===== src/rtl/clb_pkg.sv =====
// Shared definitions for the serial carry-chain adder: FSM state encoding and default slice width.
package clb_pkg;

   typedef enum logic [1:0] {
      ST_IDLE = 2'd0,
      ST_RUN  = 2'd1,
      ST_DONE = 2'd2
   } state_e;

   localparam int SLICE_W_DEF = 4;

endpackage : clb_pkg


===== src/rtl/slice_serial_adder_carry_chain.sv =====
// Ripple carry chain of INPUTS propagate/generate stages, modelled on the CLB carry primitive.
module carry_chain #(
   parameter int INPUTS = 4
) (
   input  logic [INPUTS-1:0] p,
   input  logic [INPUTS-1:0] g,
   input  logic              ci,
   output logic [INPUTS-1:0] s,
   output logic              co
);

   logic [INPUTS:0] c;

   always_comb begin
      c    = '0;
      c[0] = ci;
      for (int i = 0; i < INPUTS; i++) begin
         c[i+1] = g[i] | (p[i] & c[i]);
      end
   end

   assign s  = p ^ c[INPUTS-1:0];
   assign co = c[INPUTS];

endmodule : carry_chain


===== src/rtl/slice_serial_adder.sv =====
// Multi-cycle adder: one SLICE_W-bit carry-chain pass per clock between valid/ready interfaces.
// Optional SUBTRACT_EN adds a sub input selecting a - b (two's complement, co=1 means no borrow).
module slice_serial_adder
   import clb_pkg::*;
#(
   parameter int WIDTH   = 16,
   parameter int SLICE_W = SLICE_W_DEF
) (
   input  logic             clk,
   input  logic             rst,
   input  logic             in_valid,
   output logic             in_ready,
   input  logic [WIDTH-1:0] a,
   input  logic [WIDTH-1:0] b,
   input  logic             ci,
`ifdef SUBTRACT_EN
   input  logic             sub,
`endif
   output logic             out_valid,
   input  logic             out_ready,
   output logic [WIDTH-1:0] sum,
   output logic             co
);

   localparam int NSLICES = WIDTH / SLICE_W;
   localparam int IDX_W   = (NSLICES > 1) ? $clog2(NSLICES) : 1;
   localparam logic [IDX_W-1:0] LAST_IDX = IDX_W'(NSLICES - 1);

   generate
      if ((WIDTH % SLICE_W) != 0 || NSLICES < 1) begin : g_bad_width
         $error("WIDTH must be a non-zero multiple of SLICE_W");
      end
   endgenerate

   state_e             state_q, state_d;
   logic [IDX_W-1:0]   idx_q, idx_d;
   logic               carry_q, carry_d;
   logic [WIDTH-1:0]   a_q, a_d;
   logic [WIDTH-1:0]   b_q, b_d;
   logic [WIDTH-1:0]   sum_q, sum_d;
   logic               co_q, co_d;

   logic [SLICE_W-1:0] a_sl, b_sl, s_sl;
   logic               chain_co;

   // b_q already holds the inverted operand when subtracting, so the slice path is add-only.
   always_comb begin
      a_sl = a_q[idx_q*SLICE_W +: SLICE_W];
      b_sl = b_q[idx_q*SLICE_W +: SLICE_W];
   end

   carry_chain #(
      .INPUTS (SLICE_W)
   ) u_chain (
      .p  (a_sl ^ b_sl),
      .g  (a_sl & b_sl),
      .ci (carry_q),
      .s  (s_sl),
      .co (chain_co)
   );

   always_comb begin
      state_d = state_q;
      idx_d   = idx_q;
      carry_d = carry_q;
      a_d     = a_q;
      b_d     = b_q;
      sum_d   = sum_q;
      co_d    = co_q;
      case (state_q)
         ST_IDLE: begin
            if (in_valid) begin
               a_d     = a;
               b_d     = b;
               carry_d = ci;
`ifdef SUBTRACT_EN
               if (sub) begin
                  b_d     = ~b;
                  carry_d = 1'b1;
               end
`endif
               idx_d   = '0;
               state_d = ST_RUN;
            end
         end
         ST_RUN: begin
            sum_d[idx_q*SLICE_W +: SLICE_W] = s_sl;
            carry_d = chain_co;
            idx_d   = idx_q + IDX_W'(1);
            if (idx_q == LAST_IDX) begin
               co_d    = chain_co;
               state_d = ST_DONE;
            end
         end
         ST_DONE: begin
            if (out_ready) begin
               state_d = ST_IDLE;
            end
         end
         default: state_d = ST_IDLE;
      endcase
   end

   always_ff @(posedge clk) begin
      if (rst) begin
         state_q <= ST_IDLE;
         idx_q   <= '0;
         carry_q <= 1'b0;
         sum_q   <= '0;
         co_q    <= 1'b0;
      end else begin
         state_q <= state_d;
         idx_q   <= idx_d;
         carry_q <= carry_d;
         sum_q   <= sum_d;
         co_q    <= co_d;
      end
   end

   // Operand registers are only meaningful after a capture, so they carry no reset.
   always_ff @(posedge clk) begin
      a_q <= a_d;
      b_q <= b_d;
   end

   assign in_ready  = (state_q == ST_IDLE) && !rst;
   assign out_valid = (state_q == ST_DONE);
   assign sum       = sum_q;
   assign co        = co_q;

endmodule : slice_serial_adder


===== config.mk =====
export PLATFORM = sky130hd
export DESIGN_NAME = slice_serial_adder
export DESIGN_NICKNAME = d
export VERILOG_FILES = /design/src/rtl/clb_pkg.sv /design/src/rtl/slice_serial_adder_carry_chain.sv /design/src/rtl/slice_serial_adder.sv
export SDC_FILE = /design/constraint.sdc
export NUM_CORES = 1
export LEC_CHECK = 0
export CORE_MARGIN = 10
export CORE_UTILIZATION = 36
export CTS_BUF_LIST = sky130_fd_sc_hd__clkbuf_8
export CTS_CLUSTER_SIZE = 8
export DETAILED_ROUTE_END_ITERATION = 16
export PLACE_DENSITY_LB_ADDON = 0.05
export SLEW_MARGIN = 25
export SYNTH_ARGS = -nofsm -noshare
export SYNTH_HDL_FRONTEND = slang
export SYNTH_SLANG_ARGS = --single-unit

===== constraint.sdc =====
create_clock -name clk -period 7.5 [get_ports clk]
set_input_delay 1.5 -clock clk [delete_from_list [all_inputs] [get_ports clk]]
set_output_delay 1.5 -clock clk [all_outputs]
set_load 0.005 [all_outputs]

# After elaboration in Yosys (flattened, before gate mapping)
# Index checks and enable logic that the tools add are counted.
# op_classes
addsub	2
n_eq_ne	6
shifts	4
mux	9
bitwise	11
n_reduce_logical	8
# ops
cell	count
negator 4 -> 34 bit	1
variable shift 4 x 34 -> 16 bit (first input constant)	1
variable part select 4 x 34 -> 16 bit	1
variable part select 16 x 5 -> 4 bit	2
bitwise mux 16 bit	1
two-way mux 2 bit	4
bitwise XOR 4 bit	2
case mux 2 bit (3 select lines)	1
AND reduction 2 bit	3
bitwise AND 1 bit	4
bitwise AND 4 bit	1
equality test 2 bit (second input constant)	2
!= test 2 bit (second input constant)	2
OR 1 bit	4
case mux 2 bit (2 select lines)	1
AND reduction 3 bit	1
adder 2 x 1 -> 2 bit (second input constant)	1
equality test 2 x 1 -> 1 bit (second input constant)	1
logical NOT 2 bit	1
!= test 2 x 1 -> 1 bit (second input constant)	1
case mux 1 bit (2 select lines)	1
nonzero test 2 bit	1
logical AND 1 bit	1
logical NOT 1 bit	1
two-way mux 1 bit	1
# totals
register_bits	54
input_bits	37
elab_cells	47

# Longest topological paths before layout
# logic_depth
ltp_word	11
depth_mapped	10
depth_no_buf	9

# Cells and area by module
# Synthesis repeated with hierarchy kept, for this count alone.
# unflattened
hier_cells	161
area_unflattened_um2	2279.7
# modules_own_cells
module	n_inst	cells_per_inst	area_per_inst_um2
slice_serial_adder	1	153	2204.6
carry_chain	1	8	75.1

# Worst setup path after synthesis
# No wires, ideal clock.
# synth_path
path_type	input port to flip-flop
startpoint	in in_valid
endpoint	reg a_q[0], enable pin
setup_time_ns	0.421
t_arrival_ns	2.933
required_ns	7.079
path_slack_ns	4.146
path_stages	2
cell_sequence	nand2b_1 nor2_1
# synth_between
elab_chain_cells	1
# synth_lines
element	line_no	text
start, declared	slice_serial_adder.sv:11	input logic in_valid,
AND reduction 2 bit (no line)	--	
end signal, assigned	slice_serial_adder.sv:122	a_q <= a_d;
end, declared	slice_serial_adder.sv:38	logic [WIDTH-1:0] a_q, a_d;
# Every way passes these cells.
# A chain may end at the register's enable or synchronous reset.

# Worst setup path after layout
# layout_path
startpoint	in rst
endpoint	out in_ready
# layout_between
elab_chain_cells	2
# layout_lines
element	line_no	text
start, declared	slice_serial_adder.sv:10	input logic rst,
logical NOT 1 bit	slice_serial_adder.sv:126	assign in_ready = (state_q == ST_IDLE) && !rst;
logical AND 1 bit	slice_serial_adder.sv:126	
end, declared	slice_serial_adder.sv:12	output logic in_ready,
# Every way passes these cells.

==> results.cfg <==
[die]
initial_core_util = 0.379
design.core.area_um2 = 6030
chipWidth_um = 99.7
fp.dieArea_um2 = 9930
top_level_ports = 56
die_y_um = 99.7
row_count = 28

[cts]
postCtsSetupBuffers = 0
cts-buffers-inserted = 5
post_cts_hold_buffer_count = 0
clk_latency_worst_skew_pair_ps = 300
clock_sink_count = 54
cts_buffer_depth = 2
tritoncts = built
cts_root_buffer = clkbuf_8
htree_levels = 2
clk_pin_slew_ps = 80
cts_resized = 0

[logic_synthesis]
synth_enable_flop_cells = 32
yosys.cell_count.top_type = edfxtp_1
synthTopCellsByCount = edfxtp_1 (32), dfxtp_1 (22), inv_1 (15)
asyncSetResetFlopFracSynth = 0
seq_area_frac_synth = 0.613
yosys_register_bits = 54
postSynthAreaPerCell_um2 = 13.9
synth_top_flop_cell = edfxtp_1
synth_top_cell_area_share = 0.421
postSynthNetCount = 211
syn_area_um2 = 2280
ys_top_cells_by_area = edfxtp_1 (42%), dfxtp_1 (19%), mux4_2 (7.9%), fa_1 (3.5%), ha_1 (3.3%)
ys.warnings.count = 0
synthDominantAreaCellType = edfxtp_1
postSynthCellCount = 164
synth.distinct_cells = 31

[final_layout]
final_net_count = 265
final_layout_size_suffix_gt1_frac = 0.0822
stdcell_area_um2 = 2970
antenna-diode-count = 0
area_growth_from_synthesis_to_layout_pct = 30.0
final.fill_count = 543
final-seq-area_um2 = 1400
multi_input_area_um2 = 778

[power_and_ir_drop]
pwr_density_cell_nw_per_um2 = 193
cell_internal_pwr_w = 0.000441
power_leakage_nw = 1.01
p_sw_frac = 0.229
power_switching_w = 0.000131
comb_power_share = 0.148
clock_power_share = 0.259
p_seq_frac = 0.592
power.ir.vdd_worst_mv = 0.0981

[global_route]
first_global_vias = 1572
initial_antenna_violation_count = 0
congestion_overflow_gr = 0
grt_first_pass_wirelength_um = 7450
grt_usage = 0.0917
pin_count_of_the_biggest_net_entering_global_routing = 33

[detailed_routing]
detail_route.drc_violations = 0
total_via_count_in_the_routed_design = 1453
antenna_violating_nets_post_route = 0
route.final.wire_length_um = 4470
dr.first_iter.drc_count = 34
router_iterations_before_antenna_repair = 4
avgViaCountPerCell = 4.94
routedWlPerCell_um = 15.2

[placed_design]
dpl_cell_area_um2 = 2890
placement.io_buffers = 55
hpwl_um = 3450
place_congestion = 0.779
dpl_worst_slack_ps = 2760

[sta]
maxSlewHeadroom = 0.389
rsz_0062_raised_after_global_routing = no
slew_viol_final = 0
fin_worst_skew_ps = 5.02
timing.final.ws_setup_ps = 2750
maxClockFrequency_mhz = 211
post-route-min-period_ps = 4750
final-hold-violation-count = 0
worst_slew_pin_slew_ps = 913
min_period_over_period = 0.633
finalSetupTns_ps = 0
finalSetupViolations = 0
final.hold.worst_slack_ps = 466

[worst_setup_path]
criticalPathCategory = in -> out
cp_common_cell = clkdlybuf4s50_1
critPathCaptureType = output port
max_stage_delay_ps = 870
cpLargestDelayFamily = buffers and inverters
critical_path_required_ps = 6000
worstPathCellList = clkdlybuf4s50_1 > nor3_1 > clkdlybuf4s50_1
cp_slowest_cell = clkdlybuf4s50_1
worst_setup_path_start_kind = input port
max_fanout_on_critical_path = 29
worstPathArrival_ps = 3250
worst_path_buffer_plus_inverter_count = 2

[worst_hold_path]
worstHoldPathType = reg -> reg

[status]
outcome = finished clean

[flow_run]
cap_violations = 0
[worst paths after layout]
path	from	cells after the start	slack (ps)	end
min	sum[13]	2	470	sum[13]
min reg2reg	sum[13]	2	470	sum[13]
max reg2reg	idx_q[0]	9	4250	sum[7]
max	rst	3	2750	in_ready
[layout by cell type (no fill, tap or decap), types with 2 or more instances in the layout]
master and count:
clkbuf_8 5, clkdlybuf4s50_1 55, and2b_1 2, dfxtp_1 22, o32ai_1 8, nand4_1 4
nand2_1 9, fa_1 4, nand2b_1 8, nor2_1 3, nand3_1 2, nand4b_1 4
ha_1 6, mux4_2 8, a21oi_1 11, inv_1 16, edfxtp_1 32, and2_1 2
nand3b_1 3
[stage by stage]
stage	util	std cells	total power (W)
3_5_place_dp	0.479	286	0.000433
3_3_place_gp	0.479	286	0.000430
4_1_cts	0.493	294	0.000582
6_report	0.493	294	0.000572
5_1_grt	0.493	294	0.000600
2_1_floorplan	-	164	0.000392
[logic make-up after synthesis]
kind of cell / share of synthesized area
AO/OA/AOI/OAI: 0.0668
adder cells (fa/ha/maj): 0.0679
buffers and inverters: 0.0471
flip-flops: 0.613
multiplexers: 0.0832
AND/OR/NAND/NOR: 0.122
[layout make-up]
cell class | count | share of cell area
clock buffer | 5 | 0.0232
clock inverter | 3 | 0.00421
timing repair buffer | 56 | 0.188
inverter | 15 | 0.0190
multi-input combinational | 86 | 0.262
sequential | 54 | 0.472
tap | 75 | 0.0316
[per-layer routing]
layer  routed length [um]  global-route usage
met1                 1830              0.0991
met2                 2290               0.160
met3                  287              0.0360
met4                   55              0.0298
met5                    0                   0
[power by group through the flow]
| stage | Clock, W | Sequential [W] | Combinational [W] |
|---|---|---|---|
| after floorplan | 0 | 0.000342 | 0.0000504 |
| after global placement | 0 | 0.000346 | 0.0000849 |
| after detailed placement | 0 | 0.000346 | 0.0000864 |
| after CTS | 0.000156 | 0.000339 | 0.0000866 |
| after global routing | 0.000166 | 0.000341 | 0.0000931 |
| final | 0.000148 | 0.000339 | 0.0000849 |
[worst min-delay path, delay by kind of cell (launching register included)]
kind            cells  cell delay, ps
flops               1             320
compound gates      1              50
simple gates        1              50
[state kept, by name, summed over array words and instances, names as in the netlist]
| name | cells |
|---|---|
| a_q | 16 |
| b_q | 16 |
| sum | 16 |
| idx_q | 2 |
| state_q | 2 |
| carry_q | 1 |
| co | 1 |
Power figures use the tool's default switching activity.
